===== src/rtl/rv32_pkg.sv =====
// Shared RV32I pipeline definitions.
//   REG_ADDR_W / NUM_REGS : architectural register file geometry
//   reg_idx_t             : register index type
//   onehot_reg()          : 32-bit decode of a register index; bit 0 is
//                           always 0 because x0 never holds a value.
package rv32_pkg;

    localparam int REG_ADDR_W = 5;
    localparam int NUM_REGS   = 32;

    typedef logic [REG_ADDR_W-1:0] reg_idx_t;

    function automatic logic [NUM_REGS-1:0] onehot_reg(input reg_idx_t idx);
        logic [NUM_REGS-1:0] v;
        v    = '0;
        v[idx] = 1'b1;
        v[0] = 1'b0;
        return v;
    endfunction

endpackage


===== src/rtl/load_scoreboard.sv =====
// Load scoreboard for the 3-stage RV32I pipeline.
// Tracks destination registers of loads issued from EX whose data has not
// yet come back from the variable-latency data-memory port, and stalls ID
// when its instruction reads or overwrites one of them, or when it reads the
// destination of a load issuing from EX in the same cycle.
//
// Ports:
//   clk, rst                       clock, synchronous active-high reset
//   rs1_id, rs2_id, uses_rs*_id    ID source operands and their use flags
//   rd_id, reg_write_id            ID destination
//   is_load_id                     ID instruction is a load
//   issue_ex, rd_ex, reg_write_ex,
//   is_load_ex                     EX instruction issuing this cycle
//   rsp_valid, rsp_rd              returning load data and its destination
//   stall_id                       hold PC/IF-ID, bubble into EX
//   pending_mask                   registered pending bitmap (bit 0 always 0)
//   outstanding                    loads in flight
//   full                           outstanding == MAX_OUTSTANDING
//   rsp_err                        sticky protocol error flag
//   stall_cycles                   stall counter
//
// Build option: define LOAD_SCOREBOARD_STATS_EN to count stall cycles in
// stall_cycles (saturating); otherwise stall_cycles is tied to 0.
module load_scoreboard
    import rv32_pkg::*;
#(
    parameter int MAX_OUTSTANDING = 2,
    parameter int CNT_W           = $clog2(MAX_OUTSTANDING + 1)
) (
    input  logic                clk,
    input  logic                rst,
    input  reg_idx_t            rs1_id,
    input  reg_idx_t            rs2_id,
    input  logic                uses_rs1_id,
    input  logic                uses_rs2_id,
    input  reg_idx_t            rd_id,
    input  logic                reg_write_id,
    input  logic                is_load_id,
    input  logic                issue_ex,
    input  reg_idx_t            rd_ex,
    input  logic                reg_write_ex,
    input  logic                is_load_ex,
    input  logic                rsp_valid,
    input  reg_idx_t            rsp_rd,
    output logic                stall_id,
    output logic [NUM_REGS-1:0] pending_mask,
    output logic [CNT_W-1:0]    outstanding,
    output logic                full,
    output logic                rsp_err,
    output logic [31:0]         stall_cycles
);

    localparam logic [CNT_W-1:0] MAX_CNT = CNT_W'(MAX_OUTSTANDING);

    logic [NUM_REGS-1:0] mask_q;
    logic [NUM_REGS-1:0] eff_mask;
    logic [NUM_REGS-1:0] set_vec;
    logic [NUM_REGS-1:0] clr_vec;
    logic [CNT_W-1:0]    cnt_q;
    logic                err_q;
    logic                issue_ld;
    logic                rsp_bad;
    logic                rsp_ok;
    logic                ovf;
    logic                inc;
    logic                ex_use;

    assign issue_ld = issue_ex & is_load_ex;

    // A response is only trusted when something is in flight and, for a real
    // register, its pending bit is set; anything else is flagged and ignored.
    assign rsp_bad = rsp_valid &
                     ((cnt_q == '0) | ((rsp_rd != '0) & ~mask_q[rsp_rd]));
    assign rsp_ok  = rsp_valid & ~rsp_bad;

    assign full = (cnt_q == MAX_CNT);
    // Issuing into a full scoreboard without a freeing response: saturate.
    assign ovf  = issue_ld & full & ~rsp_ok;
    assign inc  = issue_ld & ~ovf;

    assign set_vec = (issue_ld & reg_write_ex) ? onehot_reg(rd_ex) : '0;
    assign clr_vec = rsp_ok ? onehot_reg(rsp_rd) : '0;

    // Register file is write-first: a register returning this cycle is
    // already readable by ID.
    assign eff_mask = mask_q & ~(rsp_valid ? onehot_reg(rsp_rd) : '0);

    // Same-cycle load-use on the load currently in EX; forwarding cannot
    // supply load data this early.
    assign ex_use = issue_ld & reg_write_ex & (rd_ex != '0) &
                    ((uses_rs1_id & (rs1_id == rd_ex)) |
                     (uses_rs2_id & (rs2_id == rd_ex)));

    // eff_mask bit 0 is always 0, so x0 never stalls.
    assign stall_id = (uses_rs1_id  & eff_mask[rs1_id]) |
                      (uses_rs2_id  & eff_mask[rs2_id]) |
                      (reg_write_id & eff_mask[rd_id])  |
                      (is_load_id & full & ~rsp_valid)  |
                      ex_use;

    // Bitmap / counter / error state. Set wins over clear for the same
    // register so a back-to-back reload stays pending.
    always_ff @(posedge clk) begin
        if (rst) begin
            mask_q <= '0;
            cnt_q  <= '0;
            err_q  <= 1'b0;
        end else begin
            mask_q <= (mask_q & ~clr_vec) | set_vec;
            case ({inc, rsp_ok})
                2'b10:   cnt_q <= cnt_q + CNT_W'(1);
                2'b01:   cnt_q <= cnt_q - CNT_W'(1);
                default: cnt_q <= cnt_q;
            endcase
            if (rsp_bad | ovf) begin
                err_q <= 1'b1;
            end
        end
    end

    assign pending_mask = mask_q;
    assign outstanding  = cnt_q;
    assign rsp_err      = err_q;

`ifdef LOAD_SCOREBOARD_STATS_EN
    logic [31:0] stall_cnt_q;

    always_ff @(posedge clk) begin
        if (rst) begin
            stall_cnt_q <= '0;
        end else if (stall_id && (stall_cnt_q != 32'hFFFF_FFFF)) begin
            stall_cnt_q <= stall_cnt_q + 32'd1;
        end
    end

    assign stall_cycles = stall_cnt_q;
`else
    assign stall_cycles = '0;
`endif

endmodule


===== config.mk =====
export PLATFORM = sky130hd
export DESIGN_NAME = load_scoreboard
export DESIGN_NICKNAME = d
export VERILOG_FILES = /design/src/rtl/rv32_pkg.sv /design/src/rtl/load_scoreboard.sv
export SDC_FILE = /design/constraint.sdc
export NUM_CORES = 1
export LEC_CHECK = 0
export BUFFER_PORTS_ARGS = -buffer_cell sky130_fd_sc_hd__clkbuf_2
export CAP_MARGIN = 20
export CORE_ASPECT_RATIO = 0.9
export CORE_MARGIN = 4
export CORE_UTILIZATION = 45
export CTS_BUF_LIST = sky130_fd_sc_hd__clkbuf_16
export DETAILED_ROUTE_END_ITERATION = 6
export PLACE_DENSITY = 0.79
export SYNTH_ARGS = -nofsm -noshare
export SYNTH_HDL_FRONTEND = slang
export SYNTH_SLANG_ARGS = --single-unit

===== constraint.sdc =====
create_clock -name clk -period 3.35 [get_ports clk]
set_input_delay 0.1675 -clock clk [delete_from_list [all_inputs] [get_ports clk]]
set_output_delay 0.1675 -clock clk [all_outputs]
set_load 0.05 [all_outputs]

==> results.yml, run 1 <==
sta:
  finalHoldViolCount: 0
  relSlewSlack_pct: 41.2
  worst_slew_pin_slew_ns: 0.881
  grt_setup_unrepaired: "no"
  holdWs_ns: 0.141
  slew_violations: 0
  setup_tns_ns: 0
  finClkSkew_ns: 0.00345
  setup_ws_ns: 0.419
  fin_crit_sh_pct: 87.5
  fmax_mhz: 341
  period_needed_ns: 2.93
  setup_viol: 0
run:
  drv_cap: 0
power_and_ir_drop:
  peakVddDrop_mv: 0.197
  power_leakage_nw: 1.31
  power_mw: 1.16
  power_density_nw_per_um2: 315
synthesis:
  synth_area_um2: 3350
  syn_avg_cell_area_um2: 7.88
  ys_seq_area_share_pct: 20.3
  ys_warn_count: 0
  synth_seq_cells: 34
  synthCells: 425
  synth-edff-count: 0
  ys_async_sr_fraction_pct: 0
  synth_cell_types: 55
  synthFlopType: "dfxtp_1"
routing:
  ant_nets: 0
  wirelength_um: 11900
  post_drt_via_cell_ratio: 6.75
  drt_iter0_drc: 416
  dr.pass1.iters: 5
  wl_per_cell_um: 21.2
  route.vias.total: 3778
  drc: 0
clocking:
  clk_pin_slew_ns: 0.05
  cts_tree: "yes"
  post_cts_buffers: 0
  cts_sinks: 34
  clock_path_buffers: 2
  cts_root_buf: "clkbuf_16"
  cts_max_level: 2
  cts_made_buffers: 5
  ctsResizeCount: 0
  holdBufCountCts: 0
  clkLatencyLatePin_ns: 0.28
global_route:
  grt_pass1_vias: 3412
  track_usage_pct: 25.5
  grt_max_degree: 32
  grt.overflow.total: 0
  antenna_found_initial: 0
  grt_pass1_wl_um: 18300
worst_setup_path:
  cp_max_fo: 13
  startpoint: "rsp_rd[2]"
  r2r-start: "pending_mask[11]$_SDFF_PP0_"
  cp.arrival_ns: 2.76
  critPathRequiredTime_ns: 3.18
  path_class: "primary input to output pin"
  cp-start-kind: "primary input"
  endpoint_kind: "output pin"
die:
  die_h_um: 89.8
  start_util_pct: 46.9
  core_area_um2: 7150
  num_rows: 29
  die_area_um2: 8890
  ioPinCount: 104
  die_x_um: 98.9
worst_hold_path:
  worstHoldStart: "rst"
  hp-class: "primary input to flip-flop"
final_layout:
  nets: 501
  syn2layout_area_growth_pct: 9.71
  layout.cells.most_common_list: "clkbuf_2, o21ai_0, o211ai_1"
  layout_commonest_cell: "clkbuf_2"
  antenna_cells: 0
  layout-drive-gt1-share_pct: 21.4
place:
  io_buffers: 70
  dp_slack_ns: 0.423
  gp_congestion: 0.970
  hpwlAfterDp_um: 8860
run_status:
  status: "finished clean"
[cell type report]
cell class / count / area (um^2)
fillers: 687 / 3470
well taps: 93 / 116
flip-flops and latches: 34 / 681
repair buffers: 75 / 388
multi-input cells: 342 / 2320
inverters: 8 / 30.0
clock buffers: 5 / 125
clock inverters: 3 / 11.3
[cells by family after synthesis]
group                     after synthesis  synth area share, %
and+or+nand+nor                       107                 17.9
other                                   1                0.112
muxes                                  17                 9.23
AOI/OAI and AO/OA                     174                 35.7
DFF                                    34                 20.3
buffers and inverters                  81                 13.9
xor gates and xnor gates               11                 2.88
[metal layers]
layer / up-vias / track usage [%] / share of wire (%)
met2: 332 / 37.1 / 45
li1: 1681 / - / -
met3: 42 / 6.35 / 14
met1: 1723 / 34.9 / 38
met5: - / 0 / 0
met4: 0 / 12.4 / 3.1
[power breakdown]
group / total (mW) / internal, mW / switching (mW) / leakage (nW)
Sequential: 0.414 / 0.408 / 0.00559 / 0.274
Combinational: 0.302 / 0.0696 / 0.233 / 0.964
Clock: 0.440 / 0.267 / 0.172 / 0.0663
Total: 1.16 / 0.745 / 0.411 / 1.31
[final timing paths]
path,end,slack [ns],depth (start not counted)
setup / recovery,stall_id,0.42,9
hold / removal,outstanding[0]$_SDFFE_PP0P_,0.14,2
setup reg to reg,pending_mask[24]$_SDFF_PP0_,0.85,7
hold reg to reg,rsp_err$_SDFFE_PP0P_,0.48,2
[per-stage QoR]
step,instance area (um^2),std cells,util (%)
2_1_floorplan,3470,457,-
5_1_grt,3670,560,51.4
3_3_place_gp,3540,552,49.5
4_1_cts,3670,560,51.4
3_5_place_dp,3540,552,49.5
6_report,3670,560,51.4
[worst max-delay path: stages]
cell and delay (ns):
clkbuf_2 0.20, or3b_2 0.64, o2111ai_1 0.26, o311ai_0 0.17
a222oi_1 0.38, a2111oi_0 0.15, nor4b_1 0.40, nand4_1 0.14
clkbuf_2 0.26
[synthesized netlist by cell type, types with 2 or more instances]
cell type / n / area, um^2
o21ai_1: 8 / 40.0
nand3b_1: 12 / 90.1
o21a_1: 3 / 22.5
or3b_2: 3 / 26.3
xnor2_1: 3 / 26.3
o311ai_0: 11 / 96.3
a31oi_1: 3 / 18.8
a32oi_1: 2 / 17.5
nand4_1: 5 / 31.3
inv_1: 8 / 30.0
mux2i_1: 5 / 50.1
a2111oi_0: 2 / 17.5
o21ai_0: 53 / 265
buf_2: 12 / 60.1
buf_6: 2 / 22.5
o31ai_1: 3 / 22.5
nor3b_1: 6 / 45.0
xor2_1: 8 / 70.1
nor4_1: 3 / 18.8
o221ai_1: 2 / 17.5
o22ai_1: 2 / 12.5
nand3_1: 11 / 55.1
clkbuf_1: 23 / 86.3
o211ai_1: 52 / 390
a32o_1: 2 / 20.0
or3b_1: 2 / 17.5
dfxtp_1: 34 / 681
nor2_1: 18 / 67.6
o2111ai_1: 13 / 114
and3_1: 4 / 25.0
a31o_2: 2 / 17.5
nor2b_1: 10 / 62.6
nand2_1: 22 / 82.6
a211oi_1: 3 / 22.5
nor3_1: 3 / 15.0
or3_1: 2 / 12.5
buf_4: 35 / 263
a21oi_1: 6 / 30.0
mux4_2: 11 / 248
[sequential cells by signal, indices dropped and copies added, names as in the netlist]
signal and flops:
rsp_err 1, pending_mask 31, outstanding 2
Note: power is estimated with default switching activity, not from simulation.
==> run 2: changes to the inputs <==
ABC_AREA = 1   (was not set)
PLACE_DENSITY = 0.78   (was 0.79)
==> results.yml, run 2 <==
run_status:
  status: "complete, but fails checks"
  violations: "DRC"
synthesis:
  ys_async_sr_fraction_pct: 0
  synth_top_area_cell: "nand3_1"
  synth_area_um2: 3530
  netlist_top_cells_area: "nand3_1, dfxtp_1, nand2_1"
  synth_top_area_share_pct: 27.5
  synthCells: 623
  ys_seq_area_share_pct: 19.3
  ys_warn_count: 0
  synthFlopType: "dfxtp_1"
  synth_seq_cells: 34
  syn_avg_cell_area_um2: 5.67
  synth_cell_types: 27
  yosys-top-cells-count: "nand3_1, nand2_1, inv_1, a21oi_1, buf_4"
  synth-edff-count: 0
  synth_most_common_cell: "nand3_1"
clocking:
  cts_max_level: 2
  clk_pin_slew_ns: 0.05
  ctsResizeCount: 0
  holdBufCountCts: 0
  clock_path_buffers: 2
  clkLatencyLatePin_ns: 0.28
  cts_sinks: 34
  cts_made_buffers: 5
  post_cts_buffers: 0
  cts_tree: "yes"
  cts_root_buf: "clkbuf_16"
run:
  drv_cap: 0
place:
  io_buffers: 70
  numPlacedInstances: 760
  hpwlAfterDp_um: 10200
  dp_slack_ns: 0.965
  dpl_cell_area_um2: 3740
  gp_congestion: 0.994
worst_hold_path:
  hp-class: "primary input to flip-flop"
routing:
  wl_per_cell_um: 18.1
  drc: 1
  wirelength_um: 13900
  route.vias.total: 4711
  drt_iter0_drc: 637
  dr.pass1.iters: 7
  post_drt_via_cell_ratio: 6.13
  ant_nets: 0
final_layout:
  fin_cells: 768
  syn2layout_area_growth_pct: 9.77
  fillers: 805
  fin_util_pct: 51.2
  layout_commonest_cell: "nand3_1"
  layout.cells.most_common_list: "nand3_1, nand2_1, clkbuf_2"
  antenna_cells: 0
  stdcell_area_um2: 3880
  layout-drive-gt1-share_pct: 13.4
  nets: 707
  largest_register_ffs: 31
global_route:
  grt_pass1_wl_um: 21900
  grt.overflow.total: 0
  grt_max_degree: 36
  grt_pass1_vias: 4252
  track_usage_pct: 29.6
  antenna_found_initial: 0
sta:
  setup_viol: 0
  period_needed_ns: 2.46
  grt_setup_unrepaired: "no"
  setup_tns_ns: 0
  holdWs_ns: 0.291
  slew_violations: 0
  finalHoldViolCount: 0
  fin_crit_sh_pct: 73.4
  worst_slew_pin_slew_ns: 0.739
  relSlewSlack_pct: 50.8
  setup_ws_ns: 0.890
  finClkSkew_ns: 0.00158
  fmax_mhz: 406
worst_setup_path:
  critPathRequiredTime_ns: 3.18
  max_stage_delay_ns: 0.55
  cp-start-kind: "primary input"
  cp.arrival_ns: 2.29
  cp_max_fo: 17
  path_cells: "clkbuf_2, clkinv_1, a221oi_1, nand3_1, a21oi_1, a21oi_1, nand2_1, inv_1, nand2_1, clkbuf_2"
  endpoint_kind: "output pin"
  path_class: "primary input to output pin"
  slowest_stage: "clkinv_1"
power_and_ir_drop:
  peakVddDrop_mv: 0.186
  power_density_nw_per_um2: 304
  power_leakage_nw: 1.62
  power_mw: 1.18
die:
  die_x_um: 101
  num_rows: 30
  die_h_um: 92.1
  start_util_pct: 46.6
  die_area_um2: 9340
  ioPinCount: 104
  core_area_um2: 7580
==> run 2: changes by cell type in the layout (fill, tap and decap cells not counted), sizes merged, moves of 12 or more <==
cell     previous run  this run
a21oi               6        41
o21ai              61        35
nand3              11       195
o2111ai            13         0
inv                 8        45
nand3b             12         0
nand2              22       142
o211ai             52         0
==> run 2: worst paths after layout <==
check,cells past startpoint,end,slack [ns],start
min,4,pending_mask[6]$_SDFF_PP0_,0.29,rd_ex[4]
min reg2reg,2,rsp_err$_SDFFE_PP0P_,0.46,rsp_err$_SDFFE_PP0P_
max,10,stall_id,0.89,rs2_id[0]
max reg2reg,9,pending_mask[7]$_SDFF_PP0_,1.42,pending_mask[15]$_SDFF_PP0_
==> run 2: where the power goes <==
part           leakage, nW  switching [mW]  internal (mW)
logic                 1.28           0.266         0.0624
registers            0.274         0.00538          0.408
clock network       0.0694           0.168          0.268
==> run 2: layer usage <==
metal	vias to the layer above	track usage [%]	routed length, um
li1	2172	-	-
met1	2102	42.0	5320
met2	396	43.0	6040
met3	41	6.39	2160
met4	0	11.5	395
met5	-	0	0
==> run 2: final cells by class <==
type,count,area (um^2),area share (%)
sequential,34,681,17.5
clock buffer,5,125,3.23
clock inverter,2,10.0,0.258
timing repair buffer,76,395,10.2
tap,96,120,3.10
inverter,46,173,4.45
multi-input combinational,509,2370,61.2
==> run 2: cells by family (layout without fill, tap and decap cells) <==
kind of cell	Yosys count	in the layout	share of synthesized area, %
buffers and inverters	112	129	16.9
flip-flops	34	34	19.3
AND/OR/NAND/NOR	388	388	50.2
AO/OA/AOI/OAI	86	86	13.0
other	1	33	0.106
XOR/XNOR	2	2	0.496
==> run 2: worst max-delay path, delay by kind of cell <==
kind	cells	cell delay (ns)
simple gates	3	0.24
compound gates	3	0.72
buf+inv	4	1.18
==> run 3: changes to the inputs <==
PLACE_DENSITY = 0.81   (was 0.78)
clock period = 2 ns   (was 3.35 ns; I/O delays follow)
==> results.yml, run 3 (synthesized netlist as in run 2, its figures left out) <==
power_and_ir_drop:
  clkPwrFrac_pct: 34.5
  peakVddDrop_mv: 0.632
  switching_share_pct: 36.9
  switchingPower_mw: 0.757
  power_leakage_nw: 1.83
  power_mw: 2.05
  intPower_mw: 1.29
  pwr-share-comb_pct: 31.6
  power_density_nw_per_um2: 476
  pwr-share-seq_pct: 33.9
place:
  dp_slack_ns: 0.0603
  gp_congestion: 1.00
  hpwlAfterDp_um: 10900
  io_buffers: 70
routing:
  wirelength_um: 15200
  dr.pass1.iters: 6
  drt_iter0_drc: 621
  wl_per_cell_um: 19.0
  route.vias.total: 4933
  post_drt_via_cell_ratio: 6.17
  drc: 0
  ant_nets: 0
final_layout:
  nets: 739
  antenna_cells: 0
  largest_register_ffs: 31
  fin_util_pct: 56.9
  layout_commonest_cell: "nand3_1"
  layout-drive-gt1-share_pct: 19.9
  layout.cells.most_common_list: "nand3_1, nand2_1, clkbuf_2"
  fillers: 741
  syn2layout_area_growth_pct: 22.1
worst_setup_path:
  path_cells: "nand3_1, nand3_1, nand3_1, nand2_1, nand2_1, nand3_1, nand3_1, nand2_1, inv_1, nand2_1, buf_4"
  cp_max_fo: 6
  cp.arrival_ns: 1.77
  endpoint_kind: "output pin"
  path_class: "flip-flop to output pin"
  r2r-start: "pending_mask[28]$_SDFF_PP0_"
  cp-start-kind: "flip-flop"
  max_stage_delay_ns: 0.52
  startpoint: "pending_mask[28]$_SDFF_PP0_"
  slowest_stage: "dfxtp_1"
  path_common_cell: "nand3_1"
  critPathRequiredTime_ns: 1.90
clocking:
  clk_pin_slew_ns: 0.05
  cts_made_buffers: 5
  cts_sinks: 34
  cts_max_level: 2
  clkLatencyLatePin_ns: 0.28
  cts_tree: "yes"
  holdBufCountCts: 0
  clock_path_buffers: 2
  cts_root_buf: "clkbuf_16"
sta:
  relSlewSlack_pct: 50.5
  finClkSkew_ns: 0.00491
  setup_ws_ns: 0.128
  finalHoldViolCount: 0
  slew_violations: 0
  setup_viol: 0
  worst_slew_pin_slew_ns: 0.737
  fin_crit_sh_pct: 93.6
  fmax_mhz: 534
  period_needed_ns: 1.87
  holdWs_ns: 0.236
global_route:
  grt.overflow.total: 0
  track_usage_pct: 30.4
  grt_pass1_wl_um: 22500
  grt_pass1_vias: 4342
  grt_max_degree: 36
  antenna_found_initial: 0
run_status:
  status: "finished clean"
die:
  die_area_um2: 9340
  die_x_um: 101
  die_h_um: 92.1
  start_util_pct: 46.6
  num_rows: 30
  ioPinCount: 104
  core_area_um2: 7580
run:
  drv_cap: 0
worst_hold_path:
  hp-class: "primary input to flip-flop"
  worstHoldStart: "rd_ex[4]"
==> run 3: cell count changes in the layout (fill, tap and decap cells not counted), sizes merged <==
cell	delta
buf	+33
inv	+1
clkbuf	-1
clkinv	-1
==> run 3: final cells by class <==
| class | instances | area, um^2 | area share (%) |
|---|---|---|---|
| Clock buffer | 5 | 125 | 2.90 |
| Clock inverter | 2 | 7.51 | 0.174 |
| Tap cell | 96 | 120 | 2.79 |
| Sequential cell | 34 | 682 | 15.8 |
| Multi-Input combinational cell | 509 | 2460 | 57.0 |
| Inverter | 46 | 180 | 4.18 |
| Timing Repair Buffer | 108 | 738 | 17.1 |
==> run 3: worst max-delay path, delay by kind of cell (launching register included) <==
kind          cells  cell delay, ns
flops             1            0.52
simple gates      9            0.74
buf+inv           2            0.23
==> run 3: routing by layer <==
metal | vias up | GRT usage, % | share of wire (%)
met3 | 84 | 6.54 | 14
met5 | - | 0 | 0
met1 | 2188 | 41.0 | 38
li1 | 2239 | - | -
met4 | 0 | 13.0 | 5.2
met2 | 422 | 46.1 | 43
==> run 3: timing repair <==
item / 4_1_cts / 5_1_grt
gates resized for setup: 0 / 34
buffers inserted: 0 / 5
setup endpoints to repair: 0 / 1
==> run 3: stage by stage <==
| stage | setup TNS (ns) | std cells | instance area, um^2 |
|---|---|---|---|
| after floorplan | 0 | 655 | 3660 |
| final | 0 | 800 | 4310 |
| after detailed placement | 0 | 786 | 4000 |
| after global routing | -0.00173 | 800 | 4310 |
| after global placement | 0 | 786 | 4000 |
| after CTS | 0 | 793 | 4130 |
==> run 3: power groups by stage <==
stage	Combinational [mW]	Clock, mW	Sequential (mW)
2_1_floorplan	0.442	0	0.728
3_3_place_gp	0.586	0	0.707
3_5_place_dp	0.588	0	0.708
4_1_cts	0.591	0.708	0.694
5_1_grt	0.684	0.748	0.695
6_report	0.648	0.708	0.694
==> run 3: final timing paths <==
kind         cells past startpoint  slack (ns)                          end
min reg2reg                      2        0.46         rsp_err$_SDFFE_PP0P_
min                              4        0.24   pending_mask[7]$_SDFF_PP0_
max                             11        0.13                     stall_id
max reg2reg                     10        0.19  pending_mask[13]$_SDFF_PP0_
